===== src/rtl/sdram_port_arbiter.sv =====
// Two-master arbiter in front of one SDRAM Avalon-MM slave: the display reader (port 0) has
// priority, grants are limited to bounded bursts, and a tag FIFO steers read data back in order.
module sdram_port_arbiter #(
    parameter int MAX_BEATS  = 8,
    parameter int PEND_DEPTH = 16,
    parameter int PEND_LOG2  = 4
) (
    input  logic        clk,
    input  logic        rst,
    input  logic [31:0] m0_address,
    input  logic        m0_read,
    output logic [31:0] m0_readdata,
    output logic        m0_waitrequest,
    output logic        m0_readdatavalid,
    input  logic [31:0] m1_address,
    input  logic        m1_read,
    input  logic        m1_write,
    input  logic [31:0] m1_writedata,
    input  logic [3:0]  m1_byteenable,
    output logic [31:0] m1_readdata,
    output logic        m1_waitrequest,
    output logic        m1_readdatavalid,
    output logic [31:0] s_address,
    output logic        s_read,
    output logic        s_write,
    output logic [31:0] s_writedata,
    output logic [3:0]  s_byteenable,
    input  logic [31:0] s_readdata,
    input  logic        s_waitrequest,
    input  logic        s_readdatavalid
);

    localparam int BW = (MAX_BEATS > 1) ? $clog2(MAX_BEATS) : 1;

    typedef enum logic [1:0] {IDLE, GNT0, GNT1} state_t;

    state_t                 state;
    logic [BW-1:0]          beat;
    logic                   tag_mem [PEND_DEPTH];
    logic [PEND_LOG2-1:0]   wr_ptr;
    logic [PEND_LOG2-1:0]   rd_ptr;
    logic [PEND_LOG2:0]     count;

    logic req0, req1;
    logic full, empty;
    logic fwd_read;
    logic accept;
    logic last_beat;
    logic push, pop;
    logic head;

    assign req0  = m0_read;
    assign req1  = m1_read | m1_write;
    assign full  = (count == (PEND_LOG2+1)'(PEND_DEPTH));
    assign empty = (count == '0);

    // Forwarding mux; full only gates reads, so writes still flow with a full tag FIFO.
    always_comb begin
        s_address      = '0;
        s_read         = 1'b0;
        s_write        = 1'b0;
        s_writedata    = '0;
        s_byteenable   = '0;
        m0_waitrequest = 1'b1;
        m1_waitrequest = 1'b1;
        fwd_read       = 1'b0;
        accept         = 1'b0;
        case (state)
            GNT0: begin
                s_address      = m0_address;
                fwd_read       = m0_read;
                s_read         = m0_read & ~full;
                s_byteenable   = 4'hF;
                m0_waitrequest = s_waitrequest | (m0_read & full);
                accept         = req0 & ~m0_waitrequest;
            end
            GNT1: begin
                s_address      = m1_address;
                fwd_read       = m1_read;
                s_read         = m1_read & ~full;
                s_write        = m1_write & ~m1_read;
                s_writedata    = m1_writedata;
                s_byteenable   = m1_byteenable;
                m1_waitrequest = s_waitrequest | (m1_read & full);
                accept         = req1 & ~m1_waitrequest;
            end
            default: ;
        endcase
    end

    assign last_beat = accept & (beat == BW'(MAX_BEATS - 1));
    assign push      = accept & fwd_read;
    assign pop       = s_readdatavalid & ~empty;
    assign head      = tag_mem[rd_ptr];

    assign m0_readdata      = s_readdata;
    assign m1_readdata      = s_readdata;
    assign m0_readdatavalid = pop & ~head;
    assign m1_readdatavalid = pop & head;

    // On release the other port goes first; only an uncontested holder is re-granted.
    always_ff @(posedge clk) begin
        if (rst) begin
            state <= IDLE;
            beat  <= '0;
        end else begin
            case (state)
                IDLE: begin
                    beat <= '0;
                    if (req0)      state <= GNT0;
                    else if (req1) state <= GNT1;
                end
                GNT0: begin
                    if (!req0 || last_beat) begin
                        beat <= '0;
                        if (req1)      state <= GNT1;
                        else if (req0) state <= GNT0;
                        else           state <= IDLE;
                    end else if (accept) begin
                        beat <= beat + 1'b1;
                    end
                end
                GNT1: begin
                    if (!req1 || last_beat) begin
                        beat <= '0;
                        if (req0)      state <= GNT0;
                        else if (req1) state <= GNT1;
                        else           state <= IDLE;
                    end else if (accept) begin
                        beat <= beat + 1'b1;
                    end
                end
                default: begin
                    state <= IDLE;
                    beat  <= '0;
                end
            endcase
        end
    end

    always_ff @(posedge clk) begin
        if (rst) begin
            wr_ptr <= '0;
            rd_ptr <= '0;
            count  <= '0;
        end else begin
            if (push) wr_ptr <= wr_ptr + 1'b1;
            if (pop)  rd_ptr <= rd_ptr + 1'b1;
            case ({push, pop})
                2'b10:   count <= count + 1'b1;
                2'b01:   count <= count - 1'b1;
                default: count <= count;
            endcase
        end
    end

    // Tag storage needs no reset: entries are only read behind a valid count.
    always_ff @(posedge clk) begin
        if (push) tag_mem[wr_ptr] <= (state == GNT1);
    end

endmodule


===== config.mk =====
export PLATFORM = sky130hd
export DESIGN_NAME = sdram_port_arbiter
export DESIGN_NICKNAME = d
export VERILOG_FILES = /design/src/rtl/sdram_port_arbiter.sv
export SDC_FILE = /design/constraint.sdc
export NUM_CORES = 1
export LEC_CHECK = 0
export CORE_MARGIN = 2
export CORE_UTILIZATION = 30
export DETAILED_ROUTE_END_ITERATION = 8
export PLACE_DENSITY = 0.83
export SLEW_MARGIN = 10
export SYNTH_ARGS = -nofsm -noshare
export SYNTH_HDL_FRONTEND = slang
export SYNTH_SLANG_ARGS = --single-unit

===== constraint.sdc =====
create_clock -name clk -period 2.9 [get_ports clk]
set_input_delay 0.58 -clock clk [delete_from_list [all_inputs] [get_ports clk]]
set_output_delay 0.58 -clock clk [all_outputs]
set_load 0.005 [all_outputs]

**After elaboration in Yosys (flattened, before gate mapping)**

Memories as Yosys holds them, arrays and structs flattened. A register that Yosys moved wholly into a read port is not among the register bits.
Index checks and enable logic that the tools add are counted.

- Flip-flop bits (word level): 18
- Latch bits: 0
- Memory bits (writable): 16
- ROM bits: 0
- Input port bits: 139
- Word-level logic and storage cells: 76
- Memories: 1

Memory list:

| name | depth | width | rd ports | clocked after Yosys merged registers in | write ports | RTL line | RTL |
|---|---|---|---|---|---|---|---|
| tag_mem | 16 | 1 | 1 | 1 | 1 | 39 | `logic tag_mem [PEND_DEPTH];` |

- Add/sub/neg operators: 5
- Multipliers: 0
- Divide/modulo/power cells: 0
- $lt $le $gt $ge: 0
- Equality and inequality tests: 9
- Shifts and indexed selects: 0
- Mux-type cells: 27
- Bitwise logic cells: 21
- Reduce and logical (&&, ||, !) cells: 8

Operator list:

| kind | number |
|---|---|
| $pmux 32 s2 | 1 |
| $mux 32 | 1 |
| $mux 2 | 7 |
| $and 1x1->1 | 12 |
| $pmux 5 s2 | 1 |
| $mux 3 | 3 |
| $add 4x1->4 const B | 2 |
| $mux 4 | 2 |
| $pmux 4 s2 | 1 |
| $mux 1 | 6 |
| $not 1->1 | 6 |
| $pmux 1 s2 | 3 |
| $pmux 2 s3 | 1 |
| $pmux 3 s2 | 1 |
| $add 5x1->5 const B | 1 |
| $eq 5x5->1 const B | 1 |
| $logic_not 5->1 | 1 |
| $sub 5x1->5 const B | 1 |
| $eq 2x1->1 const B | 2 |
| $eq 2x2->1 const B | 2 |
| $ne 2x2->1 const B | 2 |
| $add 3x1->3 const B | 1 |
| $eq 3x3->1 const B | 1 |
| $ne 3x3->1 const B | 1 |
| other kinds (6) | 10 |

**Longest topological paths before layout**

- Word-level depth: 10
- Mapped depth: 15

**Worst setup path before layout**

OpenSTA, ideal clock, no wires.

- Path kind: register to register
- Start point: register state[0]
- End point: register count[2]
- Setup time: 0.071 ns
- Arrival time: 3.023 ns
- Data required time: 2.829 ns
- Setup slack: -0.193 ns
- Stages on the path, launching flop included: 16
- Path buffers: 2
- Period minus slack after synthesis: 3.093 ns
- Cells stage by stage: dfxtp_1 -> inv_1 -> ha_1 -> a22o_1 -> nand3b_1 -> nor2_2 -> buf_2 -> inv_1 -> ha_1 -> clkbuf_1 -> xor2_1 -> ha_1 -> a21oi_1 -> xor2_1 -> or3_1 -> a21oi_1

- Cells in the longest elaborated chain, start to end: 5

RTL lines:

| item | RTL line | RTL |
|---|---|---|
| start, declared | 37 | `state_t state;` |
| start signal, assigned | 104 | `state <= IDLE;` |
| start signal, assigned | 110 | `if (req0) state <= GNT0;` |
| start signal, assigned | 111 | `else if (req1) state <= GNT1;` |
| $eq 2x2->1 or $eq 2x1->1 (tied branches) | 68 | `case (state)` |
| $pmux 1 s2 | 68 |  |
| $and 1x1->1 (*) | 92 | `assign push = accept & fwd_read;` |
| $eq 2x1->1 or $eq 2x2->1 (tied branches) | 149 | `case ({push, pop})` |
| $pmux 5 s2 or $reduce_bool 2->1 (tied branches) | n/a |  |
| end signal, assigned | 150 | `2'b10: count <= count + 1'b1;` |
| end signal, assigned | 151 | `2'b01: count <= count - 1'b1;` |
| end signal, assigned | 152 | `default: count <= count;` |
| end, declared | 42 | `logic [PEND_LOG2:0] count;` |

Mark *: on every way between the ends. The rest lies on a longest branch, timed or not.
A chain may end at the register's enable or synchronous reset.

**Worst setup path in the final report**

- Start point: register state[0]
- End point: output s_address[16]

- Cells in the longest elaborated chain, start to end: 2

RTL lines:

| item | RTL line | RTL |
|---|---|---|
| $eq 2x2->1 or $eq 2x1->1 (tied branches) | 68 |  |
| $pmux 32 s2 (*) | 68 |  |
| end, declared | 23 | `output logic [31:0] s_address,` |

Marks and branches as above.

==> results.cfg <==
[detailed_routing]
vias_per_cell = 5.07
wirelength_um = 12700
avgRoutedWirePerCell_um = 19.1
drtIter0Drc = 266
ant_nets = 0
drt-pass1-iter-count = 4
vias = 3385
drc = 0

[timing]
final-setup-viol-count = 0
slew_viol_final = 0
max_freq_mhz = 359
period_share_pct = 96.0
rsz0062_at_grt = false
hold_slack_ps = 499
slew_headroom_pct = 56.6
fin_crit_ps = 2780
hold_violations = 0
worst_slew_pin_slew_ps = 643
finClkSkew_ps = 6.19
fin_ws_ps = 117

[synth]
synth_warnings = 0
syn_nets = 554
synth.top_cell.area_share_pct = 14.2
seq_area_frac_synth_pct = 26.8
netlist_area_sq_mm = 0.00344
synth_cells = 400
synth_top_cell_by_area = buf_4
synth_edf_count = 16
ys_ff_latch = 38
ys.flop_type = dfxtp_1
async_flop_share_pct = 0
synth.most_common_cell = buf_4
syn_area_per_cell_sq_um = 8.59
yosysUniqueCellTypes = 52
synthTopCellsByCount = buf_4 (65), nor2b_1 (39), and2_1 (34)
synth_area_leaders = buf_4 (14%), edfxtp_1 (14%), dfxtp_1 (13%)

[finish]
syn2layout_area_growth_pct = 51.5
nets = 677
diodes = 0
drive_gt1_share_pct = 9.54

[floorplan]
start_util_pct = 30.5
rows = 39
pin_count = 277
coreArea_sq_mm = 0.0113
fp.dieW_um = 111
die_h_um = 111
dieArea_sq_mm = 0.0123

[setup_path]
ff2ff_setup_slack_ps = 220
critical_path_required_ps = 2320
cp.arrival_ps = 2200
path_cells = inv_1 > ha_2 > buf_4 > a22oi_1 > nor2b_1 > clkdlybuf4s50_1
crit_path_start_kind = register
path_delay_family = buffers and inverters
worstRegToRegCells = 10
timing.rr.start = count[0]$_SDFFE_PP0P_
cpPeakStageDelay_ps = 540
r2r_end = count[4]$_SDFFE_PP0P_
critPathBufInv = 3
endpoint_kind = output port
criticalPathCategory = register to output port
critPathSlowestCell = clkdlybuf4s50_1
worst-path-max-fanout = 44

[pwr]
p_seq_share_pct = 23.5
switching_share_pct = 35.1
intPower_mw = 1.80
powerDensity_mw_per_mm2 = 533
p_leak_nw = 1.97
comb_power_share_pct = 57.5
power.clock.fraction_pct = 19.0
p_sw_mw = 0.974
vdd.ir_drop.worst_uv = 392

[worst_hold_path]
hp-start = beat[2]$_SDFF_PP0_
holdPathEnd = beat[2]$_SDFF_PP0_
hold_path.class = register to register
whs_path_depth = 2

[cts]
cts_tree = done
holdBufCountCts = 0
clock_latency_ps = 280
cts.htree.levels = 2
clk_pin_slew_ps = 60
cts-root-buf = clkbuf_16
cts_sinks = 38
clk_path_buf_depth = 2
cts_inserted_buffers = 5

[run_status]
status = completed

[global_route]
grt_pass1_vias = 3407
grt_pass1_wl_um = 19100
grt_usage_pct = 19.6
overflow = 0
antenna_found_initial = 0
grt_max_degree = 45

[flow_run]
cap_violations = 0

[placed_design]
gp_congestion = 0.847
place_hpwl_um = 10600
dp_slack_ps = -133
port_buffers = 180
worst max path at each step:
stage / cells after the start / start / slack (ps) / end
6_report: 6 / state[0]$_SDFFE_PP0P_ / 120 / s_address[16]
2_1_floorplan: 14 / m1_read / 9 / count[2]$_SDFFE_PP0P_
3_5_place_dp: 12 / m1_read / -130 / count[2]$_SDFFE_PP0P_
5_1_grt: 6 / state[0]$_SDFFE_PP0P_ / 2 / s_address[16]
4_1_cts: 4 / register / 20 / m0_readdatavalid
3_3_place_gp: 11 / m1_read / -30 / count[4]$_SDFFE_PP0P_
layer usage:
metal | wire length, um | track usage, % | up-vias
li1 | - | - | 1585
met1 | 4870 | 22.7 | 1591
met2 | 6370 | 34.6 | 195
met3 | 1300 | 7.38 | 12
met4 | 129 | 3.87 | 2
met5 | 39 | 2.50 | -
cell type report:
| cell class | count | area, sq um |
|---|---|---|
| clock buffer | 5 | 125 |
| timing repair buffer | 205 | 2020 |
| fill | 1061 | 6070 |
| clock inverter | 3 | 16.3 |
| tap | 143 | 179 |
| sequential | 38 | 925 |
| inverter | 12 | 45.0 |
| multi-input combinational | 261 | 1900 |
tightest hold or removal path, delay by kind of cell, from the launching register on:
kind / cells / cell delay, ps
flops: 1 / 320
simple gates: 1 / 70
compound gates: 1 / 60
layout by cell type, fill, tap and decap left out, drive strengths merged, types with 15 or more instances in the layout:
| cell | n |
|---|---|
| clkdlybuf4s50 | 178 |
| nor2b | 39 |
| and2 | 34 |
| a22oi | 33 |
| buf | 25 |
| dfxtp | 22 |
| and3 | 18 |
| nor2 | 18 |
| a21oi | 17 |
| edfxtp | 16 |
| ha | 15 |
repair_timing:
item	in CTS	in global routing
gates resized for setup	2	8
setup endpoints to repair	5	16
buffers inserted	0	0
power groups by stage:
stage / Sequential, mW / Combinational, mW / Clock (mW)
final: 0.651 / 1.59 / 0.528
after global routing: 0.658 / 1.72 / 0.550
after CTS: 0.649 / 1.58 / 0.531
after detailed placement: 0.660 / 1.57 / 0
after global placement: 0.658 / 1.53 / 0
after floorplan: 0.654 / 0.870 / 0
per-stage QoR:
step           util [%]  power [mW]  instances  area [sq um]  setup TNS (ps)
2_1_floorplan         -        1.52        400          3450               0
3_3_place_gp       44.6        2.19        659          5030           -49.1
3_5_place_dp       44.6        2.23        659          5030            -367
4_1_cts            45.9        2.76        667          5170               0
5_1_grt            46.2        2.93        667          5210               0
6_report           46.2        2.77        667          5210               0
cells by family (layout without fill, tap and decap cells):
logic type | Yosys count | in the layout | share of synthesized area [%]
xor+xnor | 6 | 6 | 1.53
mux | 9 | 9 | 4.48
flops | 38 | 38 | 26.8
buf+inv | 101 | 225 | 18.6
simple gates | 150 | 150 | 26.6
compound gates | 81 | 81 | 16.5
fa+ha+maj | 15 | 15 | 5.46
Power figures use the tool's default switching activity.
